## src/rtl/fpu_muldiv_sequencer.sv

```systemverilog
// Sequencer for a half-precision multiply/divide unit: request handshake, unit launch, response hold.
// Define MULDIV_TIMEOUT_EN to compile in the WAIT-state abort counter (limit TIMEOUT_CYCLES).
module fpu_muldiv_sequencer #(
  parameter int unsigned TIMEOUT_CYCLES = 200
) (
  input  logic        clk,
  input  logic        reset,
  input  logic        req_valid,
  output logic        req_ready,
  input  logic [15:0] req_x,
  input  logic [15:0] req_y,
  input  logic        req_div,
  output logic        rsp_valid,
  input  logic        rsp_ready,
  output logic [15:0] rsp_result,
  output logic [1:0]  rsp_ofuf,
  output logic        rsp_timeout,
  output logic [15:0] u_x,
  output logic [15:0] u_y,
  output logic        u_mulDiv,
  output logic        u_reset,
  input  logic        u_done,
  input  logic [15:0] u_result,
  input  logic [1:0]  u_ofuf,
  output logic        busy
);

  typedef enum logic [2:0] {
    S_IDLE,
    S_LAUNCH,
    S_GUARD,
    S_WAIT,
    S_HOLD
  } state_t;

  state_t state;
  logic   launch_reg;

  if (TIMEOUT_CYCLES < 2 || TIMEOUT_CYCLES > 255) begin : g_bad_timeout
    $error("fpu_muldiv_sequencer: TIMEOUT_CYCLES must be in 2..255");
  end

  // The unit is held in reset for the whole of a global reset as well as the LAUNCH cycle.
  assign u_reset = launch_reg | reset;

`ifdef MULDIV_TIMEOUT_EN
  localparam logic [7:0] TIMEOUT_LIMIT = 8'(TIMEOUT_CYCLES);
  logic [7:0] wait_cnt;
  logic       timeout_reg;

  assign rsp_timeout = timeout_reg;
`else
  assign rsp_timeout = 1'b0;
`endif

  always_ff @(posedge clk or posedge reset) begin
    if (reset) begin
      state      <= S_IDLE;
      req_ready  <= 1'b1;
      busy       <= 1'b0;
      rsp_valid  <= 1'b0;
      rsp_result <= 16'h0000;
      rsp_ofuf   <= 2'b00;
      launch_reg <= 1'b0;
      u_x        <= 16'h0000;
      u_y        <= 16'h0000;
      u_mulDiv   <= 1'b0;
`ifdef MULDIV_TIMEOUT_EN
      wait_cnt    <= 8'd0;
      timeout_reg <= 1'b0;
`endif
    end else begin
      launch_reg <= 1'b0;
      case (state)
        S_IDLE: begin
          if (req_valid) begin
            u_x        <= req_x;
            u_y        <= req_y;
            u_mulDiv   <= req_div;
            launch_reg <= 1'b1;
            req_ready  <= 1'b0;
            busy       <= 1'b1;
            state      <= S_LAUNCH;
          end
        end
        S_LAUNCH: state <= S_GUARD;
        // u_done here may still be the previous operation's; it is deliberately not looked at.
        S_GUARD: begin
`ifdef MULDIV_TIMEOUT_EN
          wait_cnt <= 8'd0;
`endif
          state <= S_WAIT;
        end
        S_WAIT: begin
          if (u_done) begin
            rsp_result <= u_result;
            rsp_ofuf   <= u_ofuf;
            rsp_valid  <= 1'b1;
            state      <= S_HOLD;
`ifdef MULDIV_TIMEOUT_EN
            timeout_reg <= 1'b0;
          end else begin
            wait_cnt <= wait_cnt + 8'd1;
            if (wait_cnt + 8'd1 == TIMEOUT_LIMIT) begin
              rsp_result  <= 16'h7E00;
              rsp_ofuf    <= 2'b00;
              timeout_reg <= 1'b1;
              rsp_valid   <= 1'b1;
              state       <= S_HOLD;
            end
`endif
          end
        end
        S_HOLD: begin
          if (rsp_ready) begin
            rsp_valid <= 1'b0;
            req_ready <= 1'b1;
            busy      <= 1'b0;
            state     <= S_IDLE;
          end
        end
        default: begin
          rsp_valid <= 1'b0;
          req_ready <= 1'b1;
          busy      <= 1'b0;
          state     <= S_IDLE;
        end
      endcase
    end
  end

endmodule

```

## config.mk

```make
export PLATFORM = sky130hd
export DESIGN_NAME = fpu_muldiv_sequencer
export DESIGN_NICKNAME = d
export VERILOG_FILES = /design/src/rtl/fpu_muldiv_sequencer.sv
export SDC_FILE = /design/constraint.sdc
export NUM_CORES = 1
export LEC_CHECK = 0
export ABC_CLOCK_PERIOD_IN_PS = 2200
export BUFFER_PORTS_ARGS = -buffer_cell sky130_fd_sc_hd__buf_2
export CAP_MARGIN = 15
export CORE_MARGIN = 8
export CORE_UTILIZATION = 40
export DETAILED_ROUTE_END_ITERATION = 6
export PLACE_DENSITY = 0.71
export SLEW_MARGIN = 0
export SYNTH_ARGS = -nofsm -noshare
export SYNTH_HDL_FRONTEND = slang
export SYNTH_SLANG_ARGS = --single-unit
```

## constraint.sdc

```tcl
create_clock -name clk -period 2.2 [get_ports clk]
set_clock_uncertainty 0.15 [all_clocks]
set_input_delay 0.11 -clock clk [delete_from_list [all_inputs] [get_ports clk]]
set_output_delay 0.11 -clock clk [all_outputs]
set_load 0.01 [all_outputs]
```

==> results of run 1 <==
==> power by group <==
| group | internal (µW) | switching, µW |
|---|---|---|
| Clock | 434 | 385 |
| Sequential | 1620 | 278 |
| Combinational | 1000 | 836 |
| Total | 3060 | 1500 |
==> critical path, stage by stage, from the launching register on <==
cell and delay (ns):
dfrtp_1 0.45, and3_1 0.22, nand2_2 0.36, mux2_2 0.39
==> final cells by class <==
cell class | count | area, µm² | share of cell area [%]
repair buffers | 168 | 1151 | 32.21
clock inverters | 3 | 15.01 | 0.4202
flip-flops and latches | 58 | 1453 | 40.65
multi-input cells | 72 | 704.4 | 19.71
clock buffers | 13 | 148.9 | 4.167
well taps | 72 | 90.09 | 2.521
inverters | 3 | 11.26 | 0.3151
==> stage by stage <==
stage          instance area, µm²  std cells
2_1_floorplan                2235        139
3_3_place_gp                 2849        317
3_5_place_dp                 2849        317
4_1_cts                      3573        389
5_1_grt                      3573        389
6_report                     3573        389
==> metal layers <==
metal / routed length [µm] / up-vias / global-route usage [%]
li1: - / 830 / -
met1: 2166 / 853 / 15.14
met2: 3217 / 54 / 26.80
met3: 383 / 9 / 5.071
met4: 113 / 0 / 7.906
met5: 0 / - / 0
==> cells by family (layout without fill, tap and decap cells) <==
family                 after synthesis  in the layout  synth area share, %
multiplexers                        51             51                25.70
other                                1              1               0.1678
buffers and inverters                9            187                3.471
AO/OA/AOI/OAI                        7              7                1.848
AND/OR/NAND/NOR                     13             13                3.808
flip-flops                          58             58                65.01
==> layout by cell type, fill, tap and decap left out <==
master / count
nand2_1: 3
clkinv_2: 3
a21oi_1: 2
or2_2: 1
o21bai_1: 1
nand2b_4: 1
conb_1: 1
buf_12: 2
inv_2: 1
or2b_1: 1
mux2_1: 1
nor2_1: 2
dfstp_2: 1
dfrtp_1: 57
o21ai_0: 3
inv_1: 2
nor3_4: 1
clkbuf_8: 10
buf_2: 110
nor3_1: 2
clkbuf_1: 3
nand2_2: 1
mux2_2: 50
and3_1: 1
dlygate4sd3_1: 56
a22o_1: 1
==> path summary, 6_finish.rpt <==
kind | to | slack [ns] | cells after the start | from
setup / recovery | rsp_result[7] | 0.51 | 3 | state[1]
hold / removal | u_x[14] | 0.25 | 4 | reset
setup reg to reg | rsp_result[7] | 0.51 | 3 | state[1]
hold reg to reg | rsp_result[12] | 0.34 | 1 | rsp_result[12]
max in group asynchronous | req_ready | 1.36 | 4 | reset
min in group clk | rsp_result[12] | 0.34 | 1 | rsp_result[12]
==> repair_timing <==
action,4_1_cts,5_1_grt
hold endpoints to repair,113,0
hold buffers,56,0
endpoints found under the setup margin,0,0
resized for setup,0,0
==> results, run 1 <==
- The register clock-pin slew on the reported worst setup and hold paths is ~0.060 ns.
- The number of instances in the synthesized netlist is roughly 140.
- The flow ran to the end, and the final reports show no timing, DRC or antenna violations.
- The number of top-level pins is between 100 and 150.
- In this run, synthesis produced a sequential element count of between 50 and 60.
- The post-route antenna net violation count is 0.
- The share of the cycle needed by the critical path after routing is between 70% and 80%.
- The layout overhead on the synthesized area is 59.91%.
- For this run, the leading register cell type out of synthesis is dfrtp_1.
- After the first detailed-routing iteration, the DRC count stood at between 60 and 70.
- The final critical path time including I/O delays and setup is roughly 1.7 ns.
- The number of inserted diodes is 0.
- The H-tree was split into 3 levels.
- The number of cell rows is 27.
- Entering global routing, the biggest net connects between 50 and 60 pins.
- The vias per cell is ~4.5.
- The fraction of registers with async set/reset is 100.0%.
- Setup repair after global routing left no endpoint under its margin.
- The post-synth design cell area is between 2000 and 2500 µm².
- The number of warnings printed during yosys synthesis is 0.
- The number of setup buffers added after CTS is 0.
- The average detailed-routed wire length per instance is between 15 and 20 µm.
- The most common cell in the synthesized netlist is dfrtp_1.
- Clock tree synthesis selected as its root buffer the cell clkbuf_8.
- The maximum operating frequency is ~600 MHz.
- The number of inserted filler cells in the final layout is approximately 430.
- The HPWL reported at the end of detailed placement is 3809 µm.
- The setup TNS is 0 ns.
- The analysis attributes to cell leakage a power of between 0.0015 and 0.002 µW.
- Data arrives at the worst endpoint at around 1.8 ns.
- After synthesis, the cell types taking the most area are dfrtp_1 (64%), mux2_2 (25%), buf_6 (2.0%).
- The overall die width is roughly 91 µm.
- Global routing used 15.04% of the available tracks across all layers.
- The number of port buffers is 110.
- Of the cells placed in the final design, the portion with a size suffix greater than 1 is 57.10%.
- For this configuration, the core starts out at a cell density of roughly two fifths.
- STA classifies the critical path endpoint as a register.
- The post-layout utilization of the core is between 60% and 70%.
- The number of buffers created by CTS is 9.
- For this run, the post-layout net count is 368.
- The largest registers in the layout are rsp_result (16), u_x (16), u_y (16).
- The critical path startpoint category is a register.
- The number of endpoints failing setup at the final stage is 0.
- The sum of overflow across all layers after global routing is 0.
- The detailed-route wire length is around 5900 µm.
- The die covers 8235 µm².
- The clock passes through at most 2 buffers.
- The portion of the post-synthesis area used by sequential elements is 65.01%.
- The global placement routability congestion is between 0.7 and 0.8.
- The power density of the placed cells is ~1300 nW/µm².
- The via count of the first global-routing pass was 1958.
- Along the worst path, the maximum fanout reaches 20.
- The number of pins exceeding their max-slew limit in the final report is 0.
- The first-pass GRT wire length is ~10000 µm.
- The worst min-delay path class is primary input to asynchronous set/reset pin.
- The initial antenna violation count is 0.
- After synthesis, the netlist uses 22 different library cells.
- For this design, the sink count on the clock tree is 58.
- Across the run, the number of max-cap violations was 0.
- The number of vias after detailed routing is 1746.
- By startpoint and endpoint, the worst setup path is classified as register to register.
- Dividing the synthesized area by the synthesized cell count gives about 16 µm².
- From bottom edge to top edge, the die measures between 90 and 100 µm.
- The final critical-path setup slack is ~0.51 ns.
- The worst ir drop on vdd is about 0.75 mV.
- The design draws 4553 µW.
- The clock reaches the later pin of the worst-skew pair after between 0.3 and 0.4 ns.
- The total nets after synthesis is ~200.
- The first detailed-routing pass took 4 iterations.
- The total core area is between 5000 and 6000 µm².
- The synthesized design devotes to its leading area cell type a little under two thirds of total area.
- The tightest hold path in the finished design has a slack of about 0.25 ns.
- The number of endpoints with negative hold slack in the final report is 0.
- The data required time of the critical path is 2.26 ns.
- The post-synthesis cell type with the largest combined area is dfrtp_1.
- TritonCTS built the clock tree.
- Prior to clock tree synthesis, the placed netlist has a worst setup slack of ~0.51 ns.
- The number of remaining DRC errors is 0.
- The number of flops mapped to enable cells by yosys is 0.
- Sorting the synthesized cells by how often they occur yields dfrtp_1 (57), mux2_2 (50), buf_6 (4).
Power figures use the tool's default switching activity.
==> inputs of run 2 (changes only) <==
Settings changed: ABC_AREA set to 1, ABC_CLOCK_PERIOD_IN_PS 2200 to 1600.
Clock period 2.2 ns to 1.6 ns, I/O delays scaled along.
==> run 2 against run 1 <==
Effect of this change:
- total power increased by 40%
- final cell count increased by 31%
- worst setup slack got worse by 0.35 ns
- flip-flop and latch count unchanged
- global-route usage increased by 2.1 points
- core utilization decreased by 1.6 points
- via count is 31% higher
- critical path type is now primary input to output port
- largest power group unchanged
==> results, run 2 <==
- Subtracting the final worst setup slack from the clock period gives 1.439 ns.
- Ranked by total cell area, the synthesized netlist is headed by dfrtp_1 (61%), nand2_1 (24%), nand3_1 (4.7%).
- In this run the cell area of the synthesized design comes to roughly 2300 µm².
- The number of pins exceeding their max-slew limit in the final report is 0.
- The first-pass detailed-route iteration total is 4.
- The clock latency on the worst-skew pair is between 0.3 and 0.4 ns.
- In this run the number of H-tree levels came out at 3.
- The run finished with clean final reports.
- After technology mapping, the gate count stands at roughly 260.
- In this design, the stage delay of the slowest critical-path cell is between 0.5 and 0.6 ns.
- IR analysis of the VDD net gives a maximum drop of slightly above 0.8 mV.
- The reg-to-reg endpoint is u_x[10].
- The setup TNS is 0 ns.
- The launch point of the worst hold path is u_done.
- The share of the cycle needed by the critical path after routing is between 80% and 90%.
- Leaving out fill and tap cells, the most frequent cells in the layout are nand2_1 (151), buf_2 (110), dfrtp_1 (57), dlygate4sd3_1 (54), nand3_1 (22).
- approximately 110 I/O pins were placed.
- The critical path startpoint category is a primary input.
- The core region is around 5800 µm².
- On the critical path, the stage with the largest delay is an instance of dlygate4sd3_1.
- In this run switching power makes up between 30% and 40% of total power.
- The fraction of registers with async set/reset is 100.0%.
- The post-synthesis average cell area is 8.969 µm².
- The total nets after synthesis is roughly 320.
- The number of cell rows is 28.
- The number of vias after detailed routing is 2279.
- Sequential elements use approximately 62% of the synthesized area.
- TritonCTS built the clock tree.
- Along the worst path, the maximum fanout reaches 2.
- The HPWL reported at the end of detailed placement is roughly 4500 µm.
- The setup check on the worst reg-to-reg path leaves a slack of 0.19 ns.
- Timing would allow up to between 600 and 700 MHz.
- The endpoint of the worst hold path is state[2].
- The number of maximum-capacitance violations is 0.
- The tightest min-delay check is of the primary input to register type.
- The design draws 6369 µW.
- The die boundary height is 92.50 µm.
- The top cell type's share of synthesized area is about three fifths.
- The data arrival at the endpoint of the critical path is approximately 1.2 ns.
- At the end of the flow, the number of nets in the layout was a little under 500.
- Setup repair after global routing left no endpoint under its margin.
- After the first detailed-routing iteration, the DRC count stood at ~150.
- The synthesized-area fraction occupied by xor and xnor cells is 0%.
- The netlist uses 20 different library cells.
- Summing the areas of all and, or, nand and nor instances in the mapped netlist gives between 30 and 40% of the synthesized area.
- The initial utilization of the core area, before any placement, comes to between 40% and 50%.
- The register clock-pin slew on the reported worst setup and hold paths is roughly 0.060 ns.
- Once the clock tree was built, the setup fixing pass inserted 0 buffers.
- The most numerous cell type found on the critical path is buf_2.
- The adder-cell share of the synthesized area is 0%.
- In the routed design, unresolved DRC markers number 0.
- In this run the horizontal extent of the chip is just over 90 µm.
- Entering global routing, the biggest net connects 35 pins.
- The detailed-route wire length is slightly above 7000 µm.
- The via count of the first global-routing pass is between 2000 and 2500.
- STA puts the critical path data required time at about 1.4 ns.
- After layout, the worst setup slack is ~0.16 ns.
- The total overflow left after global routing is 0.
- The clock drives 58 sinks.
- The share of final-layout standard cells stronger than drive strength 1 is around 33%.
- The most used flip-flop cell after synthesis is dfrtp_1.
- The maximum buffer depth of the clock tree is 2.
- Setup violations remaining at the end of the flow were counted as 0.
- The first global-routing pass estimated ~12000 µm of wire.
- CTS placed an instance of clkbuf_8 at the clock tree root.
- Power spread over the standard cell area amounts to ~1700 nW/µm².
- The layout overhead on the synthesized area is 58.20%.
- The origin of the worst setup path is reset.
- In the synthesized netlist, mux cells make up 0% of the area.
- The initial antenna violation count is 0.
- The kind of critical path is primary input to output port.
- The static leakage power is 0.002129 µW.
- The number of warnings printed during yosys synthesis is 0.
- The post-route antenna net violation count is 0.
- The repair_antennas step left the layout with diodes totalling 0.
- Walking the worst path, the cells encountered are dlygate4sd3_1 -> buf_2 -> or2_2 -> buf_2.
- Synthesis inferred 58 register bits.
- The die outline area is about 8600 µm².
- The post-synthesis cell type with the largest combined area is dfrtp_1.
- The part of the total power dissipated in combinational logic is between 30% and 40%.
- The largest registers in the layout are rsp_result (16), u_x (16), u_y (16).
- With fillers left out, the area of the finished cells amounts to roughly 3700 µm².
- The clock network accounts for around a fifth of the total power.
- The number of endpoints with negative hold slack in the final report is 0.
- In this run the tool buffered the top-level ports with 110 buffer cells.
- The vias per cell is approximately 4.5.
- Internal power comes to roughly 4000 µW.
- The most common cell in the synthesized netlist is nand2_1.
- Counting instances, the worst hold path has a depth of 3.
- The hold slack is between 0.02 and 0.025 ns.
- The worst-case reg-to-reg path depth is 7.
- At the end of routability-driven placement, the weighted congestion stood at between 0.8 and 0.9.
- At the placement stage, the worst setup path has a slack of about 0.14 ns.
- The sequential cell fraction of total power is approximately two fifths.
- The commonest cells after synthesis are nand2_1 (151), dfrtp_1 (57), nand3_1 (22).
- In this run the power spent charging and discharging nets is 2385 µW.
- In this run, CTS created clock tree buffers numbering 9.
- After detailed placement, the total cell area comes to between 2000 and 3000 µm².
- STA classifies the critical path endpoint as an output port.
- In this run, synthesis inferred 0 flip-flops with an integrated enable.
- The most frequent standard cell in the layout excluding fill and tap cells is nand2_1.
- In the final routed layout, each cell accounts on average for 13.84 µm.
- The synthesized-area fraction occupied by ao, oa, aoi and oai cells is 0.5345%.
- Across every metal layer, demand over resource in global routing totals ~17%.
- The largest family of logic cells by synthesized area is simple AND/OR/NAND/NOR gates.
- In this run the critical register-to-register path is launched from state[0].
run 2: per-layer routing:
layer / routed length [µm] / vias up / global-route usage (%)
met5: 0 / - / 0
met4: 248 / 0 / 10.74
met3: 377 / 19 / 4.693
met2: 3712 / 74 / 28.49
met1: 2705 / 1048 / 19.16
li1: - / 1138 / -
run 2: power by group through the flow:
stage / logic (µW) / clock network, µW / registers, µW
2_1_floorplan: 1170 / 0 / 2810
3_3_place_gp: 2360 / 0 / 2520
3_5_place_dp: 2420 / 0 / 2510
4_1_cts: 2520 / 1400 / 2500
5_1_grt: 2780 / 1470 / 2590
6_report: 2500 / 1350 / 2510
run 2: worst max-delay path by stage:
| stage | to | slack [ns] |
|---|---|---|
| global route | u_x[5] | 0.05 |
| finish | u_reset | 0.16 |
| floorplan | u_x[0] | 0.37 |
| CTS | u_x[15] | 0.12 |
| global placement | u_x[13] | 0.19 |
| detailed placement | u_y[0] | 0.14 |
run 2: what timing repair did:
item | 4_1_cts | 5_1_grt
hold buffers | 54 | 0
hold endpoints to repair | 111 | 0
resized for setup | 0 | 1
setup endpoints to repair | 0 | 1
run 2: worst max-delay path: cells and delay by family:
kind	cells	cell delay, ns
buf+inv	3	0.83
simple gates	1	0.30
run 2: logic make-up (layout without fill, tap and decap cells):
group	after synthesis	count (layout)
DFF	58	58
buffers and inverters	20	193
AOI/OAI and AO/OA	2	2
and+or+nand+nor	180	180
other	1	1
run 2: area by class of cell:
type / count / area [µm²]
inverters: 7 / 37.54
clock inverters: 5 / 52.55
flip-flops and latches: 58 / 1453
fillers: 485 / 2077
clock buffers: 11 / 151.4
multi-input cells: 183 / 742.0
repair buffers: 170 / 1174
well taps: 75 / 93.84
run 2: through the flow:
| stage | utilization (%) | std cells |
|---|---|---|
| 2_1_floorplan | - | 261 |
| 3_3_place_gp | 51.15 | 439 |
| 3_5_place_dp | 51.15 | 439 |
| 4_1_cts | 64.03 | 509 |
| 5_1_grt | 64.07 | 509 |
| 6_report | 64.07 | 509 |
